`config.mk`:
```
export PLATFORM = sky130hd
export DESIGN_NAME = uart_led_cmd
export DESIGN_NICKNAME = d
export VERILOG_FILES = /design/src/rtl/uart_led_cmd.sv
export SDC_FILE = /design/constraint.sdc
export NUM_CORES = 1
export LEC_CHECK = 0
export CAP_MARGIN = 20
export CORE_MARGIN = 5
export CORE_UTILIZATION = 45
export DETAILED_ROUTE_END_ITERATION = 10
export GPL_TIMING_DRIVEN = 0
export PLACE_DENSITY = 0.66
export SYNTH_ARGS = -nofsm -noshare
export SYNTH_HDL_FRONTEND = slang
export SYNTH_SLANG_ARGS = --single-unit
export TNS_END_PERCENT = 50
```
`constraint.sdc`:
```
create_clock -name clk_i -period 6.4 [get_ports clk_i]
set_input_delay 0.96 -clock clk_i [delete_from_list [all_inputs] [get_ports clk_i]]
set_output_delay 0.96 -clock clk_i [all_outputs]
set_load 0.01 [all_outputs]
```
`src/rtl/uart_led_cmd.sv`:
```
// uart_led_cmd: byte command processor sitting between a UART byte interface
// and a bank of LEDs. Commands set the LED pattern, PWM brightness and blink
// period, a query reports the pattern, and every command is answered on TX.

module uart_led_cmd #(
   parameter int NUM_LEDS       = 6,
   parameter int PWM_PRESCALE   = 105,
   parameter int BLINK_TICK     = 27000,
   parameter int TIMEOUT_CYCLES = 2700000,
   parameter bit LED_ACTIVE_LOW = 1'b1
) (
   input  logic                clk_i,
   input  logic                rst_i,
   input  logic                rx_byte_ready_i,
   input  logic [7:0]          rx_data_i,
   output logic [7:0]          tx_data_o,
   output logic                tx_trigger_o,
   input  logic                tx_complete_i,
   output logic [NUM_LEDS-1:0] led_o,
   output logic                cmd_err_o,
   output logic [1:0]          parse_state_o
);

   localparam int PSC_W  = $clog2(PWM_PRESCALE + 1);
   localparam int TICK_W = $clog2(BLINK_TICK + 1);
   localparam int TO_W   = $clog2(TIMEOUT_CYCLES + 1);

   localparam logic [PSC_W-1:0]  PSC_LAST  = PSC_W'(PWM_PRESCALE - 1);
   localparam logic [TICK_W-1:0] TICK_LAST = TICK_W'(BLINK_TICK - 1);
   localparam logic [TO_W-1:0]   TO_LAST   = TO_W'(TIMEOUT_CYCLES - 1);

   localparam logic [NUM_LEDS-1:0] LED_OFF = LED_ACTIVE_LOW ? {NUM_LEDS{1'b1}} : {NUM_LEDS{1'b0}};

   localparam logic [7:0] OP_LED   = 8'h4C;
   localparam logic [7:0] OP_BRIGHT = 8'h42;
   localparam logic [7:0] OP_BLINK = 8'h4B;
   localparam logic [7:0] OP_QUERY = 8'h3F;
   localparam logic [7:0] RESP_ACK = 8'h06;
   localparam logic [7:0] RESP_NAK = 8'h15;

   typedef enum logic [1:0] {P_IDLE = 2'd0, P_WAIT_ARG = 2'd1} parse_t;
   typedef enum logic [1:0] {TX_IDLE, TX_WAIT_LOW, TX_WAIT_HIGH} tx_t;

   parse_t parse_state, parse_next;
   tx_t    tx_state, tx_next;

   logic [7:0]          opcode;
   logic [TO_W-1:0]     timeout_cnt;
   logic [NUM_LEDS-1:0] pattern;
   logic [7:0]          brightness;
   logic [7:0]          blink_period;
   logic                blink_phase;
   logic [7:0]          blink_cnt;
   logic [TICK_W-1:0]   tick_cnt;
   logic [PSC_W-1:0]    psc_cnt;
   logic [7:0]          pwm_cnt;
   logic                pending;
   logic [7:0]          pending_data;

   logic                resp_valid, apply_op, timeout_hit, query_hit, tx_fire;
   logic [7:0]          resp_data;
   logic                blink_restart, tick, pwm_on;
   logic [NUM_LEDS-1:0] lit;

   assign parse_state_o = parse_state;
   assign blink_restart = apply_op && (opcode == OP_BLINK);
   assign tick          = (tick_cnt == TICK_LAST);
   assign pwm_on        = (pwm_cnt < brightness) || (brightness == 8'hFF);
   assign lit           = pattern & {NUM_LEDS{pwm_on & blink_phase}};

   // Both FSM state registers; a reset abandons any partial command or transmit.
   always_ff @(posedge clk_i or posedge rst_i) begin
      if (rst_i) begin
         parse_state <= P_IDLE;
         tx_state    <= TX_IDLE;
      end else begin
         parse_state <= parse_next;
         tx_state    <= tx_next;
      end
   end

   // Parser decisions: operands are never decoded as opcodes, and a byte that
   // lands on the timeout cycle still wins over the timeout.
   always_comb begin
      parse_next  = parse_state;
      resp_valid  = 1'b0;
      resp_data   = 8'h00;
      apply_op    = 1'b0;
      timeout_hit = 1'b0;
      query_hit   = 1'b0;
      case (parse_state)
         P_IDLE: begin
            if (rx_byte_ready_i) begin
               if (rx_data_i == OP_LED || rx_data_i == OP_BRIGHT || rx_data_i == OP_BLINK) begin
                  parse_next = P_WAIT_ARG;
               end else if (rx_data_i == OP_QUERY) begin
                  resp_valid = 1'b1;
                  resp_data  = 8'(pattern);
                  query_hit  = 1'b1;
               end else begin
                  resp_valid = 1'b1;
                  resp_data  = RESP_NAK;
               end
            end
         end
         P_WAIT_ARG: begin
            if (rx_byte_ready_i) begin
               apply_op   = 1'b1;
               resp_valid = 1'b1;
               resp_data  = RESP_ACK;
               parse_next = P_IDLE;
            end else if (timeout_cnt == TO_LAST) begin
               timeout_hit = 1'b1;
               parse_next  = P_IDLE;
            end
         end
         default: parse_next = P_IDLE;
      endcase
   end

   // Transmit handshake: hand over the pending byte when the UART is idle, then
   // wait for its busy period (complete low, then high again) to finish.
   always_comb begin
      tx_next = tx_state;
      tx_fire = 1'b0;
      case (tx_state)
         TX_IDLE: begin
            if (pending && tx_complete_i) begin
               tx_fire = 1'b1;
               tx_next = TX_WAIT_LOW;
            end
         end
         TX_WAIT_LOW:  if (!tx_complete_i) tx_next = TX_WAIT_HIGH;
         TX_WAIT_HIGH: if (tx_complete_i) tx_next = TX_IDLE;
         default:      tx_next = TX_IDLE;
      endcase
   end

   // Remember the opcode and count idle cycles while waiting for its operand.
   always_ff @(posedge clk_i or posedge rst_i) begin
      if (rst_i) begin
         opcode      <= 8'h00;
         timeout_cnt <= '0;
      end else if (parse_state == P_IDLE) begin
         timeout_cnt <= '0;
         if (rx_byte_ready_i) opcode <= rx_data_i;
      end else begin
         timeout_cnt <= timeout_cnt + TO_W'(1);
      end
   end

   // Configuration registers written by completed two-byte commands.
   always_ff @(posedge clk_i or posedge rst_i) begin
      if (rst_i) begin
         pattern      <= '0;
         brightness   <= 8'hFF;
         blink_period <= 8'h00;
      end else if (apply_op) begin
         case (opcode)
            OP_LED:    pattern      <= rx_data_i[NUM_LEDS-1:0];
            OP_BRIGHT: brightness   <= rx_data_i;
            OP_BLINK:  blink_period <= rx_data_i;
            default:   pattern      <= pattern;
         endcase
      end
   end

   // One-deep response slot plus the TX byte/strobe; a response that finds the
   // slot still occupied is dropped and flagged, and the flag wins over a query.
   always_ff @(posedge clk_i or posedge rst_i) begin
      if (rst_i) begin
         pending      <= 1'b0;
         pending_data <= 8'h00;
         tx_data_o    <= 8'h00;
         tx_trigger_o <= 1'b0;
         cmd_err_o    <= 1'b0;
      end else begin
         tx_trigger_o <= tx_fire;
         if (tx_fire) tx_data_o <= pending_data;
         if (resp_valid && (!pending || tx_fire)) begin
            pending      <= 1'b1;
            pending_data <= resp_data;
         end else if (tx_fire) begin
            pending <= 1'b0;
         end
         if (timeout_hit || (resp_valid && pending && !tx_fire)) begin
            cmd_err_o <= 1'b1;
         end else if (query_hit) begin
            cmd_err_o <= 1'b0;
         end
      end
   end

   // Free-running PWM ramp, advanced once per prescale period.
   always_ff @(posedge clk_i or posedge rst_i) begin
      if (rst_i) begin
         psc_cnt <= '0;
         pwm_cnt <= 8'h00;
      end else if (psc_cnt == PSC_LAST) begin
         psc_cnt <= '0;
         pwm_cnt <= pwm_cnt + 8'd1;
      end else begin
         psc_cnt <= psc_cnt + PSC_W'(1);
      end
   end

   // Blink timebase; a new blink command restarts it so the first lit half is full length.
   always_ff @(posedge clk_i or posedge rst_i) begin
      if (rst_i) begin
         tick_cnt    <= '0;
         blink_cnt   <= 8'h00;
         blink_phase <= 1'b1;
      end else if (blink_restart) begin
         tick_cnt    <= '0;
         blink_cnt   <= 8'h00;
         blink_phase <= 1'b1;
      end else begin
         tick_cnt <= tick ? '0 : tick_cnt + TICK_W'(1);
         if (blink_period == 8'h00) begin
            blink_cnt   <= 8'h00;
            blink_phase <= 1'b1;
         end else if (tick) begin
            if (blink_cnt == blink_period - 8'd1) begin
               blink_cnt   <= 8'h00;
               blink_phase <= ~blink_phase;
            end else begin
               blink_cnt <= blink_cnt + 8'd1;
            end
         end
      end
   end

   // Registered LED drive with optional inversion for active-low boards.
   always_ff @(posedge clk_i or posedge rst_i) begin
      if (rst_i) begin
         led_o <= LED_OFF;
      end else begin
         led_o <= LED_ACTIVE_LOW ? ~lit : lit;
      end
   end

endmodule

```
==> results.toml <==
[outcome]
status = "complete, no violations"

[synthesis]
yosys.area.top_type_share_pct = 44.8
synth_edf_count = 0
synth_common_cells = "dfrtp_1 (100), nand2_1 (62), nor2_1 (34)"
synth_area_sq_um = 5590
synth_top_area_cell = "dfrtp_1"
async_reset_ff_share_pct = 100
ys_types = 56
synth_warnings = 0
yosys_register_bits = 115
synth_ff_type = "dfrtp_1"
post-synth-top-count-cell = "dfrtp_1"
synth_area_leaders = "dfrtp_1 (45%), dfstp_2 (7.1%), xnor2_1 (5.0%)"
syn_inst = 528
avgSynthCellArea_sq_um = 10.6
seq_area_frac_synth_pct = 51.8

[routing]
first_pass_iters = 4
wl_um = 10800
via_per_inst = 5.14
wl_per_cell_um = 14.3
drc_errors = 0
vias = 3888
drtIter0Drc = 292
postRouteAntennaNets = 0

[pwr]
clock_power_share_pct = 49.6
power_switching_share_pct = 22.0
p_comb_share_pct = 7.2
p_sw_w = 0.000412
p_int_w = 0.00146
p_leak_nw = 3.05
seqPwrFrac_pct = 43.2
vdd_drop_max_mv = 0.192
powerDensity_nw_per_um2 = 281

[timing]
max_freq_ghz = 0.370
setup_viol = 0
relSlewSlack_pct = 28.9
finClkSkew_ns = 0.00831
tightest_slew_ns = 1.06
finalMaxSlewViolations = 0
setup_tns_ns = 0
finalCritPeriodShare_pct = 42.2
setup_slack_ns = 3.70
hold_violations = 0
period_minus_slack_ns = 2.70
rsz0062_at_grt = "no"

[layout]
diodes = 0
drive_gt1_share_pct = 12.2
fin_nets = 602
areaGrowthSynthToFinish_pct = 19.4
fill_cells = 1052

[grt]
grt_max_degree = 70
first_global_vias = 3927
antenna_found_initial = 1
grt_pass1_wl_um = 18700
grt-ovfl-total = 0
grt_util_all_layers_pct = 15.9

[clocking]
path_clk_slew_ns = 0.05
cts_resized = 0
cts_sinks = 115
h-tree-depth = 4
hold_buffers = 0
cts_tree = "yes"
cts-root-buf = "clkbuf_16"
insertion_delay_ns = 0.41
cts_buffers = 17
post_cts_buffers = 0
clock_path_buffers = 2

[placed_design]
place_worst_setup_slack_ns = 3.29
portBuffers = 25
gp_congestion = 0.845
hpwlAfterDp_um = 7450

[setup_path]
required_ns = 6.75
cp-end-kind = "register"
crit_fanout = 7
worstPathArrival_ns = 3.05
worstSetupPathType = "in -> reg"
startpoint_type = "input port"

[floorplanning]
dieArea_sq_um = 14700
die_w_um = 121
num_rows = 40
start_util_pct = 46.1
die_h_um = 121
io_pins = 30
core_sq_um = 12100

[job]
drv_cap = 0

[min_path]
hold_class = "reg -> reg"
## cells by family after synthesis
group	share of synthesized area, %
DFF	51.8
and+or+nand+nor	21.1
buffers and inverters	3.02
other	0.0671
AOI/OAI and AO/OA	6.58
muxes	4.97
xor gates and xnor gates	9.09
adders and majority gates	3.36
## layer usage
| layer | track usage, % | share of wire, % | vias to the layer above |
|---|---|---|---|
| met1 | 21.2 | 48 | 1905 |
| met5 | 0 | 0.10 | - |
| met3 | 5.31 | 5.1 | 11 |
| li1 | - | - | 1907 |
| met4 | 4.41 | 1.2 | 2 |
| met2 | 25.0 | 46 | 63 |
## path summary, 6_finish.rpt
path / start / endpoint / slack (ns) / cells after the start
max in group asynchronous: rst_i / led_o[3] / 4.61 / 3
max: rx_data_i[1] / pending_data[3] / 3.70 / 6
min in group asynchronous: rst_i / timeout_cnt[1] / 0.99 / 2
min reg2reg: tick_cnt[0] / tick_cnt[0] / 0.47 / 1
min: tick_cnt[0] / tick_cnt[0] / 0.47 / 1
max reg2reg: blink_period[3] / blink_cnt[7] / 4.00 / 7
## state kept, by name (all words and copies together), names as in the netlist, 2 cells and up
name	flops
pending_data	6
timeout_cnt	22
tx_state	2
blink_period	8
opcode	8
led_o	6
blink_cnt	8
brightness	8
tick_cnt	15
psc_cnt	7
tx_data_o	6
pattern	6
pwm_cnt	8
## metrics by stage
stage / power (W) / util (%) / area, sq um / std cells / hold slack [ns]
2_1_floorplan: 0.000896 / - / 5590 / 530 / 0.433
3_3_place_gp: 0.000951 / 50.0 / 6050 / 723 / 0.448
3_5_place_dp: 0.000959 / 50.2 / 6080 / 724 / 0.460
4_1_cts: 0.00190 / 55.1 / 6670 / 756 / 0.470
5_1_grt: 0.00195 / 55.1 / 6670 / 756 / 0.492
6_report: 0.00188 / 55.1 / 6670 / 756 / 0.468
## power groups by stage
| stage | sequential, W | clock [W] | combinational [W] |
|---|---|---|---|
| after detailed placement | 0.000821 | 0 | 0.000137 |
| after global routing | 0.000817 | 0.000982 | 0.000152 |
| after global placement | 0.000820 | 0 | 0.000131 |
| after floorplan | 0.000818 | 0 | 0.0000776 |
| after CTS | 0.000811 | 0.000948 | 0.000137 |
| final | 0.000810 | 0.000931 | 0.000134 |
## placed cells by master, fill, tap and decap left out, types with 4 or more instances in the layout
cell,count
nand2_1,62
nor2_1,34
inv_1,20
and3_1,13
o22ai_1,5
clkbuf_8,5
nor3_1,8
nand3_1,26
clkdlybuf4s50_1,25
ha_1,15
buf_4,4
dfstp_2,15
dfrtp_1,100
a21oi_1,4
mux2_2,15
and2_1,21
mux2_1,7
o21ai_0,13
or3_1,6
xor2_1,26
o21ai_1,7
and4_1,5
nand2b_1,7
clkbuf_16,17
xnor2_1,32
o211ai_1,9
nand4_1,14
clkbuf_1,18
## area by class of cell
| type | count | area (sq um) | share of cell area (%) |
|---|---|---|---|
| multi-input cells | 376 | 2530 | 37.9 |
| repair buffers | 26 | 278 | 4.16 |
| clock inverters | 4 | 70.1 | 1.05 |
| flip-flops and latches | 115 | 2900 | 43.4 |
| plain buffers | 18 | 90.1 | 1.35 |
| clock buffers | 28 | 517 | 7.75 |
| well taps | 168 | 210 | 3.15 |
| inverters | 21 | 81.3 | 1.22 |
## critical path: stages
cell             delay (ns)
clkdlybuf4s50_1        0.65
or3b_1                 0.38
a21oi_1                0.15
o21ai_1                0.16
o211ai_1               0.51
a22o_1                 0.23
Power figures use the tool's default switching activity.
